===== config.mk =====
export PLATFORM = sky130hd
export DESIGN_NAME = uart_rx32
export DESIGN_NICKNAME = d
export VERILOG_FILES = /design/src/rtl/uart_pkg.sv /design/src/rtl/sync_2ff.sv /design/src/rtl/uart_rx32.sv
export SDC_FILE = /design/constraint.sdc
export NUM_CORES = 1
export LEC_CHECK = 0
export BUFFER_PORTS_ARGS = -buffer_cell sky130_fd_sc_hd__buf_2
export CAP_MARGIN = 20
export CORE_MARGIN = 2
export CORE_UTILIZATION = 40
export DETAILED_ROUTE_END_ITERATION = 8
export PLACE_DENSITY = 0.56
export SYNTH_ARGS = -nofsm -noshare
export SYNTH_HDL_FRONTEND = slang
export SYNTH_SLANG_ARGS = --single-unit
export TNS_END_PERCENT = 50

===== constraint.sdc =====
create_clock -name clk -period 2 [get_ports clk]
set_input_delay 0.1 -clock clk [delete_from_list [all_inputs] [get_ports clk]]
set_output_delay 0.1 -clock clk [all_outputs]
set_load 0.03 [all_outputs]

===== src/rtl/uart_pkg.sv =====
// Shared constants and state encoding for the 32-bit UART link.
// Imported by both the receiver and the transmitter.
package uart_pkg;

  localparam int UART_DATA_BITS = 32;
  localparam int CLKS_PER_BIT_DEF = 5208;

  typedef enum logic [2:0] {
    IDLE,
    START,
    DATA,
    STOP,
    WAIT_HIGH
  } rx_state_t;

endpackage


===== src/rtl/sync_2ff.sv =====
// Two-flop synchronizer for a single asynchronous bit.
// RST_VAL sets the value both flops take in reset.
module sync_2ff #(
  parameter logic RST_VAL = 1'b1
) (
  input  logic clk,
  input  logic rst_n,
  input  logic d,
  output logic q
);

  logic meta;

  always_ff @(posedge clk or negedge rst_n) begin
    if (!rst_n) begin
      meta <= RST_VAL;
      q    <= RST_VAL;
    end else begin
      meta <= d;
      q    <= meta;
    end
  end

endmodule


===== src/rtl/uart_rx32.sv =====
// 32-bit UART receiver: 1 start, 32 data LSB first, 1 stop.
// Mid-bit sampling; one-cycle rx_valid / frame_err strobes.
module uart_rx32
  import uart_pkg::*;
#(
  parameter int CLKS_PER_BIT = CLKS_PER_BIT_DEF
) (
  input  logic        clk,
  input  logic        rst_n,
  input  logic        rx_in,
  output logic [31:0] data_out,
  output logic        rx_valid,
  output logic        frame_err,
  output logic        rx_busy
);

  localparam int DW = UART_DATA_BITS;
  localparam int CW = $clog2(CLKS_PER_BIT);
  localparam logic [CW-1:0] H =
    CW'((CLKS_PER_BIT - 1) / 2);
  localparam logic [CW-1:0] LAST =
    CW'(CLKS_PER_BIT - 1);
  localparam logic [4:0] LAST_IDX = 5'(DW - 1);

  logic rx_s;

  rx_state_t     st, st_n;
  logic [CW-1:0] cnt, cnt_n;
  logic [4:0]    idx, idx_n;
  logic [DW-1:0] sh, sh_n;
  logic          load;
  logic          vld_n;
  logic          ferr_n;

  sync_2ff #(
    .RST_VAL(1'b1)
  ) u_sync (
    .clk  (clk),
    .rst_n(rst_n),
    .d    (rx_in),
    .q    (rx_s)
  );

  always_ff @(posedge clk or negedge rst_n) begin
    if (!rst_n) begin
      st        <= IDLE;
      cnt       <= '0;
      idx       <= '0;
      sh        <= '0;
      data_out  <= '0;
      rx_valid  <= 1'b0;
      frame_err <= 1'b0;
    end else begin
      st        <= st_n;
      cnt       <= cnt_n;
      idx       <= idx_n;
      sh        <= sh_n;
      rx_valid  <= vld_n;
      frame_err <= ferr_n;
      if (load) data_out <= sh;
    end
  end

  always_comb begin
    st_n   = st;
    cnt_n  = cnt;
    idx_n  = idx;
    sh_n   = sh;
    load   = 1'b0;
    vld_n  = 1'b0;
    ferr_n = 1'b0;
    unique case (st)
      IDLE: begin
        if (!rx_s) begin
          cnt_n = '0;
          st_n  = START;
        end
      end
      START: begin
        if (cnt == H) begin
          if (!rx_s) begin
            cnt_n = '0;
            idx_n = '0;
            st_n  = DATA;
          end else begin
            st_n = IDLE;
          end
        end else begin
          cnt_n = cnt + 1'b1;
        end
      end
      DATA: begin
        if (cnt == LAST) begin
          cnt_n = '0;
          sh_n  = {rx_s, sh[DW-1:1]};
          if (idx == LAST_IDX) st_n = STOP;
          else idx_n = idx + 5'd1;
        end else begin
          cnt_n = cnt + 1'b1;
        end
      end
      STOP: begin
        if (cnt == LAST) begin
          cnt_n = '0;
          // return at mid-stop so a zero-gap start edge is caught
          if (rx_s) begin
            load  = 1'b1;
            vld_n = 1'b1;
            st_n  = IDLE;
          end else begin
            ferr_n = 1'b1;
            st_n   = WAIT_HIGH;
          end
        end else begin
          cnt_n = cnt + 1'b1;
        end
      end
      WAIT_HIGH: begin
        if (rx_s) st_n = IDLE;
      end
      default: st_n = IDLE;
    endcase
  end

  assign rx_busy = (st != IDLE);

endmodule


## Yosys cells after proc, flatten, opt, wreduce, memory -nomap -nowiden

Cells that the tools add are included.

- Mux-type cells: 24
- Equality and inequality tests: 15
- Reductions and logical operators: 8
- Add/sub/neg operators: 2

Operator list:

| operator | count |
|---|---|
| 13-bit two-way mux | 3 |
| 13-bit case mux with 3 select lines | 1 |
| 3-bit two-way mux | 7 |
| 5-bit two-way mux | 4 |
| 3-bit case mux with 5 select lines | 1 |
| 2-bit != test, second input constant | 7 |
| 13-bit by 1-bit adder with 13-bit output, second input constant | 1 |
| 13-bit by 12-bit == test with 1-bit output, second input constant | 1 |
| 13-bit == test, second input constant | 1 |
| 5-bit case mux with 2 select lines | 1 |
| 3-bit by 2-bit == test with 1-bit output, second input constant | 2 |
| 1-bit two-way mux | 6 |
| 6-bit AND reduction | 1 |
| 3-bit nonzero test | 2 |
| 5-bit by 1-bit adder with 5-bit output, second input constant | 1 |
| 5-bit == test, second input constant | 1 |
| 5-bit AND reduction | 1 |
| 3-bit by 1-bit == test with 1-bit output, second input constant | 1 |
| 3-bit == test, second input constant | 1 |
| 3-bit zero test | 1 |
| 2-bit two-way mux | 1 |
| 2-bit by 1-bit != test with 1-bit output, second input constant | 1 |
| 2-bit AND reduction | 1 |
| 2-bit nonzero test | 1 |
| 2-bit OR reduction | 1 |

- Register bits after elaboration: 89
- Bits of input ports: 3
- Word-level logic and storage cells: 58

## Logic depth before layout (Yosys ltp)

Gate-level depths: netlist (run 1).

- Word-level depth: 4
- Depth in mapped cells: 6

## By module

A second synthesis (run 1) with hierarchy kept.

- Cells, all modules: 359
- Area total of the unflattened synthesis: 3892.5 um2

By module, submodules not included:

| module | cells each | times used | seq. area each (um2) | area an instance (um2) |
|---|---|---|---|---|
| uart_rx32 | 357 | 1 | 2177.1 | 3839.9 |
| sync_2ff | 2 | 1 | 52.6 | 52.6 |

## Worst setup path before layout (run 1)

OpenSTA, ideal clock, no wires.

- Kind: reg-to-reg
- Start point: register cnt[0]
- End point: register data_out[11]
- Clock period less this slack: 1.803 ns
- Path buffers: 1
- Setup slack: 0.197 ns
- Stages on the path, launching flop included: 7
- Arrival: 1.678 ns
- Required time: 1.875 ns
- Cell sequence: dfrtp_1 ha_1 and4bb_2 and3_4 nand4_4 buf_6 mux2_4

- Word-level cells in the longest chain between the ends: 3

Ends and longest elaborated chain:

| what | RTL line | text |
|---|---|---|
| start: declaration | uart_rx32.sv:28 | `logic [CW-1:0] cnt, cnt_n;` |
| start signal: assignment | uart_rx32.sv:55 | `cnt <= cnt_n;` |
| 13-bit == test | uart_rx32.sv:103 | `if (cnt == LAST) begin` |
| 1-bit two-way mux | uart_rx32.sv:103 |  |
| 1-bit two-way mux | uart_rx32.sv:72 | `unique case (st)` |
| end signal: assignment | uart_rx32.sv:60 | `if (load) data_out <= sh;` |
| end: declaration | uart_rx32.sv:11 | `output logic [31:0] data_out,` |

No other way between the ends.
A chain may end at the register's enable or synchronous reset.

## Worst setup path in the final report (run 1)

- Start point: register cnt[0]
- End point: register cnt[7]

- Word-level cells in the longest chain between the ends: 3

Ends and longest elaborated chain:

| what | RTL line |
|---|---|
| 13-bit by 1-bit adder with 13-bit output (tied with other cells) | uart_rx32.sv:89, uart_rx32.sv:99, uart_rx32.sv:115 |
| 13-bit two-way mux, on equally long branches | uart_rx32.sv:93, uart_rx32.sv:103, uart_rx32.sv:80 |
| 13-bit case mux with 3 select lines * | uart_rx32.sv:72 |

Mark *: on every way between the ends. The rest lies on a longest branch, timed or not.

==> results of run 1 <==
[final cells by class]
type / instances / area share [%]
flip-flops and latches: 89 / 47.8
well taps: 133 / 3.56
clock buffers: 12 / 3.32
clock inverters: 4 / 0.563
multi-input cells: 175 / 35.7
repair buffers: 60 / 8.63
inverters: 6 / 0.482
[worst reg2reg max path: cells and delay by family, from the launching register on]
family,cells,cell delay (ns)
compound gates,3,0.78
fa+ha+maj,1,0.22
buf+inv,1,0.17
flops,1,0.39
simple gates,1,0.23
[synthesized netlist by cell type, drive strengths merged, types with 4 or more instances]
cell type   n
inv         6
nand4       7
dfrtp      87
nand3      19
and3        4
clkbuf      5
o211ai     10
nand2       5
nor2       10
mux2       65
a21oi       5
buf        12
o311ai      6
[placed cells by master, fill, tap and decap left out, drive strengths merged, types with 2 or more instances in the layout]
| cell | Yosys | final |
|---|---|---|
| a211o | 2 | 2 |
| a21o | 2 | 2 |
| a21oi | 5 | 5 |
| a22o | 2 | 2 |
| and3 | 4 | 4 |
| and4bb | 3 | 3 |
| buf | 12 | 58 |
| clkbuf | 5 | 12 |
| clkinv | 0 | 2 |
| dfrtp | 87 | 87 |
| dfstp | 2 | 2 |
| dlygate4sd3 | 0 | 2 |
| ha | 3 | 3 |
| inv | 6 | 7 |
| mux2 | 65 | 65 |
| nand2 | 5 | 5 |
| nand3 | 19 | 19 |
| nand4 | 7 | 7 |
| nor2 | 10 | 10 |
| nor3 | 2 | 2 |
| nor4 | 2 | 2 |
| nor4b | 3 | 3 |
| o211ai | 10 | 10 |
| o2bb2ai | 2 | 2 |
| o311ai | 6 | 6 |
| o31a | 2 | 2 |
| or2 | 2 | 2 |
| or3 | 2 | 2 |
[worst min-delay path by stage]
stage / to / depth (start not counted) / from / slack (ns)
final: sh[15] / 2 / rst_n / 0.19
after global routing: sh[16] / 2 / rst_n / 0.19
after CTS: data_out[14] / 2 / rst_n / 0.17
after detailed placement: data_out[14] / 1 / rst_n / 0.02
after global placement: data_out[14] / 1 / rst_n / 0.02
after floorplan: cnt[0] / 0 / rst_n / -0.20
[per-stage QoR]
step | setup slack [ns] | hold slack (ns) | utilization [%]
after floorplan | 0.197 | -0.196 | -
after global placement | 0.0862 | 0.0201 | 45.7
after detailed placement | 0.0794 | 0.0233 | 45.7
after CTS | 0.0671 | 0.173 | 47.7
after global routing | -0.0206 | 0.192 | 48.0
final | 0.0891 | 0.189 | 48.0
[logic make-up after synthesis]
family	count (synthesis)	share of synthesized area, %
DFF	89	55.9
AOI/OAI and AO/OA	41	8.00
and+or+nand+nor	65	10.5
adders and majority gates	3	0.941
buffers and inverters	23	3.01
muxes	66	21.6
[repair_timing]
action,CTS,global route
gates resized for setup,0,5
setup endpoints to repair,0,10
hold buffers,2,0
endpoints found under the hold margin,62,0
[where the power goes]
| part | internal, mW | total, mW | switching, mW |
|---|---|---|---|
| Sequential | 1.80 | 1.80 | 0.00322 |
| Combinational | 0.0113 | 0.0515 | 0.0402 |
| Clock | 0.521 | 1.16 | 0.641 |
[flip-flops by register name (all words and copies together), names as in the netlist]
name / count
rx_valid: 1
u_sync.q: 1
sh: 32
idx: 5
frame_err: 1
st: 3
u_sync.meta: 1
data_out: 32
cnt: 13
[metal layers]
metal | global-route usage [%] | up-vias
li1 | - | 1188
met1 | 20.8 | 1256
met2 | 21.8 | 53
met3 | 3.45 | 14
met4 | 7.63 | 0
met5 | 0 | -
==> metrics.yaml, run 1 <==
drv_slew: 0
relSlewSlack_pct: 73.9
synth-edff-count: 0
hpwl_mm: 5.10
drive_above_1_share_pct: 44.8
die_w_um: 104
grtUsageTotal_pct: 14.9
cts_tree: "built"
timing.final.crit_share_pct: 95.5
fin_skew_ns: 0.00989
cp_slowest_stage_delay_ns: 0.39
die-height_um: 104
synth_cell_types: 49
finalCriticalPeriod_ns: 1.91
wire_per_inst_um: 15.8
layout.nets: 347
critPathLaunch: "cnt[0]"
async_flop_share_pct: 100
nFillCells: 890
dp_cells: 461
gr-total-overflow: 0
io_pins: 38
syn-cell-area_um2: 3990
cp.arrival_ns: 2.15
power.leakage_nw: 2.39
crit_buf_inv: 1
synth_nets: 293
path_max_fanout: 9
detail_route.first_pass.iterations: 4
crit_type: "reg2reg"
synth_top_area_cell: "dfrtp_1"
drtIter0Drc: 103
m1WireLength_mm: 3.66
clkSlewWorstSetupHoldPaths_ns: 0.09
synth_area_leaders: "dfrtp_1 (55%), mux2_4 (11%), mux2_2 (10%), nand3_1 (2.4%), o211ai_1 (1.9%)"
ys_ff_latch: 89
min_path_type: "in2async"
antenna_found_initial: 0
max-clock-path-buffers: 2
status: "finished clean"
crit_path_end: "cnt[7]"
setup-violations-final: 0
ys_seq_area_share_pct: 55.9
r2r-end: "cnt[7]"
vias: 2511
wl_met2_mm: 3.48
hold_violations: 0
cp-end-kind: "flip-flop"
worst-r2r-cell-count: 6
synth_top_area_share_pct: 54.6
yosysWarnings: 0
postCtsSetupBuffers: 0
rr_startpoint: "cnt[0]"
grt_pass1_vias: 2430
syn_inst: 287
insertion_delay_ns: 0.36
cp.depth: 6
vdd_ir_drop_max_mv: 0.260
num_rows: 36
cts_sinks: 89
cp.required_ns: 2.23
cts_root_buf: "clkbuf_8"
grt_pass1_wl_mm: 12.8
cap_violations: 0
grt_max_degree: 42
fmax_mhz: 523
instances_no_fill: 479
seq_area_um2: 2230
via_per_inst: 5.24
power_density_nw_per_um2: 646
synthFlopType: "dfrtp_1"
htreeDepth: 3
ant_nets: 0
placedInstanceArea_um2: 4440
crit_path_top_delay_cell: "dfrtp_1"
gp_congestion: 0.813
avgSynthCellArea_um2: 13.9
drt_wl_total_mm: 7.59
worst_setup_path_start_kind: "flip-flop"
fin_area_um2: 4670
top_layer: "met4"
start_util_pct: 41.0
reg2reg_slack_ns: 0.09
core_area_um2: 9730
worstMarginPinSlew_ns: 0.391
diodes: 0
cts_made_buffers: 9
multi_input_area_um2: 1670
port_buffers: 37
dr_wl_met3_um: 275
area_growth_pct: 17.0
crit_chain: "ha_1 -> and4b_1 -> a311oi_2 -> o21bai_1 -> buf_4 -> o311ai_0"
setup-tns-final_ns: 0
drc: 0
total_power_mw: 3.02
die-area_um2: 10800
critPathTopFamily: "compound AO/OA/AOI/OAI gates"
Note: power is estimated with default switching activity, not from simulation.
==> run 2: changes to the inputs <==
--- a/config.mk
+++ b/config.mk
@@ -9,6 +9,7 @@
 export CAP_MARGIN = 20
 export CORE_MARGIN = 2
 export CORE_UTILIZATION = 40
+export CTS_BUF_LIST = sky130_fd_sc_hd__clkbuf_8
 export DETAILED_ROUTE_END_ITERATION = 8
 export PLACE_DENSITY = 0.56
 export SYNTH_ARGS = -nofsm -noshare
==> run 2 against run 1 <==
Compared with the run above:
- setup slack is essentially flat
- non-clock buffer count did not move
- clock-buffer cell count is 1 lower
- largest cell class unchanged
- final cell count unchanged
- hold slack about the same
- combinational power about the same
- critical path type unchanged
==> metrics.yaml, run 2 (synthesis results as in run 1) <==
setup-violations-final: 0
grt_pass1_vias: 2430
fmax_mhz: 523
mostFrequentLayoutCells: "dfrtp_1 (87), mux2_2 (36), buf_2 (36)"
cp-end-kind: "flip-flop"
crit_path_end: "cnt[7]"
placedInstanceArea_um2: 4440
drv_slew: 0
cts_tree: "built"
cp.arrival_ns: 2.15
die_w_um: 104
total_power_mw: 3.01
start_util_pct: 41.0
die-area_um2: 10800
worstMarginPinSlew_ns: 0.372
clkSlewWorstSetupHoldPaths_ns: 0.09
ant_nets: 0
worst_setup_path_start_kind: "flip-flop"
drive_above_1_share_pct: 44.8
hpwl_mm: 5.10
r2r-end: "cnt[7]"
reg_top3: "data_out (32), sh (32), cnt (13)"
worst-r2r-cell-count: 6
drc: 0
hold_violations: 0
status: "finished clean"
antenna_found_initial: 0
fin_area_um2: 4670
holdWs_ns: 0.189
cts_sinks: 89
max-clock-path-buffers: 2
mostFrequentLayoutCell: "dfrtp_1"
diodes: 0
wire_per_inst_um: 15.9
cap_violations: 0
layout.nets: 347
grt_pass1_wl_mm: 12.8
gp_congestion: 0.813
vias: 2516
rr_startpoint: "cnt[0]"
reg2reg_slack_ns: 0.09
htreeDepth: 3
drtIter0Drc: 105
area_growth_pct: 17.0
relSlewSlack_pct: 74.9
fin_skew_ns: 0.0101
io_pins: 38
cp.required_ns: 2.23
power.leakage_nw: 2.40
grtUsageTotal_pct: 14.9
setup-tns-final_ns: 0
vdd_ir_drop_max_mv: 0.260
timing.final.crit_share_pct: 95.6
num_rows: 36
crit_type: "reg2reg"
finalCriticalPeriod_ns: 1.91
cts_root_buf: "clkbuf_8"
drt_wl_total_mm: 7.59
detail_route.first_pass.iterations: 4
postCtsSetupBuffers: 0
power_density_nw_per_um2: 645
critPathLaunch: "cnt[0]"
path_max_fanout: 9
gr-total-overflow: 0
port_buffers: 37
core_area_um2: 9730
die-height_um: 104
min_path_type: "in2async"
grt_max_degree: 42
cts_made_buffers: 9
via_per_inst: 5.25
insertion_delay_ns: 0.36
==> run 2: cell count changes in the layout (fill, tap and decap cells not counted), sizes merged <==
| cell | change |
|---|---|
| clkbuf | -1 |
| inv | +1 |
==> run 2: routing by layer <==
layer	global-route usage [%]	vias up	share of wire [%]
met5	0	-	0
met4	7.63	0	2.3
met3	3.45	14	3.5
met2	21.8	50	46
met1	20.8	1263	48
li1	-	1189	-
==> run 2: power by group <==
part / internal (mW) / leakage [nW] / switching (mW)
logic: 0.0113 / 1.08 / 0.0401
registers: 1.80 / 1.22 / 0.00322
clock network: 0.516 / 0.0969 / 0.641
total: 2.33 / 2.40 / 0.685
==> run 2: worst max-delay path, stage by stage, from the launching register on <==
cell,delay [ns]
dfrtp_1,0.39
ha_1,0.22
and4b_1,0.23
a311oi_2,0.31
o21bai_1,0.12
buf_4,0.17
o311ai_0,0.35
==> run 2: worst min-delay path by stage <==
stage / slack (ns) / from / cells after the start / endpoint
after floorplan: -0.20 / rst_n / 0 / cnt[0]
after global placement: 0.02 / rst_n / 1 / data_out[14]
after detailed placement: 0.02 / rst_n / 1 / data_out[14]
after CTS: 0.17 / rst_n / 2 / data_out[14]
after global routing: 0.19 / rst_n / 2 / sh[16]
final: 0.19 / rst_n / 2 / sh[15]
==> run 2: timing repair <==
action                                  CTS  global route
hold buffers                              2             0
endpoints found under the setup margin    0            10
endpoints found under the hold margin    62             0
gates resized for setup                   0             5
==> run 2: cell type report <==
cell class	instances	area (µm²)
clock buffer	11	151
clock inverter	5	30.0
fill	890	5060
inverter	6	22.5
multi-input combinational	175	1670
sequential	89	2230
tap	133	166
timing repair buffer	60	403
==> run 2: metrics by stage <==
stage	std cells	setup WS [ns]	utilization [%]
after detailed placement	461	0.0794	45.7
after CTS	479	0.0667	47.7
after global placement	461	0.0862	45.7
after floorplan	287	0.197	-
after global routing	479	-0.0211	48.0
final	479	0.0890	48.0
==> run 3: changes to the inputs <==
--- a/config.mk
+++ b/config.mk
@@ -7,11 +7,12 @@
 export LEC_CHECK = 0
 export BUFFER_PORTS_ARGS = -buffer_cell sky130_fd_sc_hd__buf_2
 export CAP_MARGIN = 20
+export CORE_ASPECT_RATIO = 1.5
 export CORE_MARGIN = 2
-export CORE_UTILIZATION = 40
+export CORE_UTILIZATION = 30
 export CTS_BUF_LIST = sky130_fd_sc_hd__clkbuf_8
 export DETAILED_ROUTE_END_ITERATION = 8
-export PLACE_DENSITY = 0.56
+export PLACE_DENSITY = 0.44
 export SYNTH_ARGS = -nofsm -noshare
 export SYNTH_HDL_FRONTEND = slang
 export SYNTH_SLANG_ARGS = --single-unit
==> run 3 against run 2 <==
Compared with the run above:
- core utilization is 12 points lower
- via count is 0.68% higher
- sequential power hardly changed
- clock skew is 0.0053 ns higher
- setup slack worse by 0.049 ns
- register-to-register slack worse by 0.05 ns
- critical path type unchanged
- critical endpoint is now cnt[4]
- highest routed layer unchanged
==> metrics.yaml, run 3 (synthesis results as in run 1) <==
status: "finished clean"
finalCriticalPeriod_ns: 1.96
diodes: 0
setup-violations-final: 0
placedInstanceArea_um2: 4490
intPower_mw: 2.53
instances_no_fill: 509
worstMarginPinSlew_ns: 0.416
power_density_nw_per_um2: 691
cts_sinks: 89
grtUsageTotal_pct: 11.9
min_path_type: "in2async"
hold_violations: 0
total_power_mw: 3.28
fin_util_pct: 36.5
drt_wl_total_mm: 8.13
path_max_fanout: 9
num_rows: 51
dp_cells: 491
crit_path_end: "cnt[4]"
worst_setup_path_start_kind: "flip-flop"
ant_nets: 0
drive_above_1_share_pct: 45.1
critPathLaunch: "cnt[0]"
holdWs_ns: 0.191
port_buffers: 37
worst-r2r-cell-count: 6
netSwitchingFraction_pct: 22.7
cp.arrival_ns: 2.21
mostFrequentLayoutCells: "dfrtp_1 (87), mux2_2 (36), buf_2 (36)"
cap_violations: 0
gr-total-overflow: 0
cts_root_buf: "clkbuf_8"
timing.final.crit_share_pct: 98.0
insertion_delay_ns: 0.38
detail_route.first_pass.iterations: 4
die-height_um: 145
cts_made_buffers: 9
rr_startpoint: "cnt[0]"
pwr-share-comb_pct: 1.6
power.leakage_nw: 2.44
hpwl_mm: 5.58
cp.required_ns: 2.25
pre_cts_ws_ns: -0.167
vdd_ir_drop_max_mv: 0.273
drtIter0Drc: 57
cp-end-kind: "flip-flop"
grt_pass1_vias: 2618
area_growth_pct: 19.0
setup-tns-final_ns: 0
seqPwrFrac_pct: 55.1
cts_tree: "built"
relSlewSlack_pct: 72.3
reg_top3: "data_out (32), sh (32), cnt (13)"
mostFrequentLayoutCell: "dfrtp_1"
grt_setup_unrepaired: "false"
antenna_found_initial: 0
nFillCells: 1311
grt_max_degree: 33
core_area_um2: 13000
htreeDepth: 3
start_util_pct: 30.7
r2r-end: "cnt[4]"
crit_type: "reg2reg"
layout.nets: 351
via_per_inst: 4.98
postCtsSetupBuffers: 0
io_pins: 38
drv_slew: 0
power.switching_uw: 744
drc: 0
vias: 2533
clkSlewWorstSetupHoldPaths_ns: 0.10
fin_area_um2: 4750
max-clock-path-buffers: 2
gp_congestion: 0.758
clkPwrFrac_pct: 43.3
grt_pass1_wl_mm: 13.5
reg2reg_slack_ns: 0.04
wire_per_inst_um: 16.0
fmax_mhz: 510
die_w_um: 98.2
fin_skew_ns: 0.0154
die-area_um2: 14300
finalWorstSetupSlack_ns: 0.0402
[run 3: cell types whose count changed in the layout (fill, tap and decap cells not counted), sizes merged]
cell / previous run / this run
buf: 58 / 62
bufinv: 0 / 2
clkbuf: 11 / 9
clkinv: 2 / 1
inv: 8 / 10
clkinvlp: 1 / 0
[run 3: cell type report]
type	instances	area [µm²]	share of cell area, %
Clock buffer	9	124	2.61
Clock inverter	7	101	2.13
Inverter	6	22.5	0.474
Multi-Input combinational cell	175	1650	34.7
Sequential cell	89	2230	47.0
Tap cell	159	199	4.19
Timing Repair Buffer	64	424	8.94
[run 3: worst min path at each step]
stage | startpoint | slack (ns) | to | cells after the start
detailed placement | rst_n | 0.07 | data_out[5] | 1
CTS | rst_n | 0.19 | sh[6] | 2
global placement | rst_n | 0.06 | data_out[4] | 1
global route | rst_n | 0.23 | cnt[7] | 2
floorplan | rst_n | -0.20 | cnt[0] | 0
finish | rst_n | 0.19 | cnt[7] | 2
[run 3: critical path: stages (launching register included)]
cell and delay [ns]:
dfrtp_1 0.41, ha_1 0.23, and4b_1 0.26, a311oi_2 0.32, o21bai_1 0.11, buf_4 0.18
o311ai_1 0.32
[run 3: routing by layer]
| metal | GRT usage [%] | vias up | part of all wire, % | wire length, µm |
|---|---|---|---|---|
| met5 | 0 | - | 0 | 0 |
| met4 | 6.44 | 0 | 2.8 | 231 |
| met3 | 2.02 | 16 | 3.1 | 249 |
| met2 | 19.8 | 48 | 50 | 4040 |
| met1 | 14.6 | 1276 | 44 | 3620 |
| li1 | - | 1193 | - | - |
[run 3: power by group through the flow]
stage	clock network (mW)	registers, mW	logic, mW
global route	1.54	1.81	0.0644
floorplan	0	1.84	0.00701
CTS	1.48	1.81	0.0579
finish	1.42	1.80	0.0535
global placement	0	1.84	0.0545
detailed placement	0	1.84	0.0552
[run 3: timing repair]
item,in CTS,in global routing
setup endpoints to repair,2,32
endpoints found under the hold margin,26,0
resized for setup,2,4
cloned,0,0
hold buffers,2,0
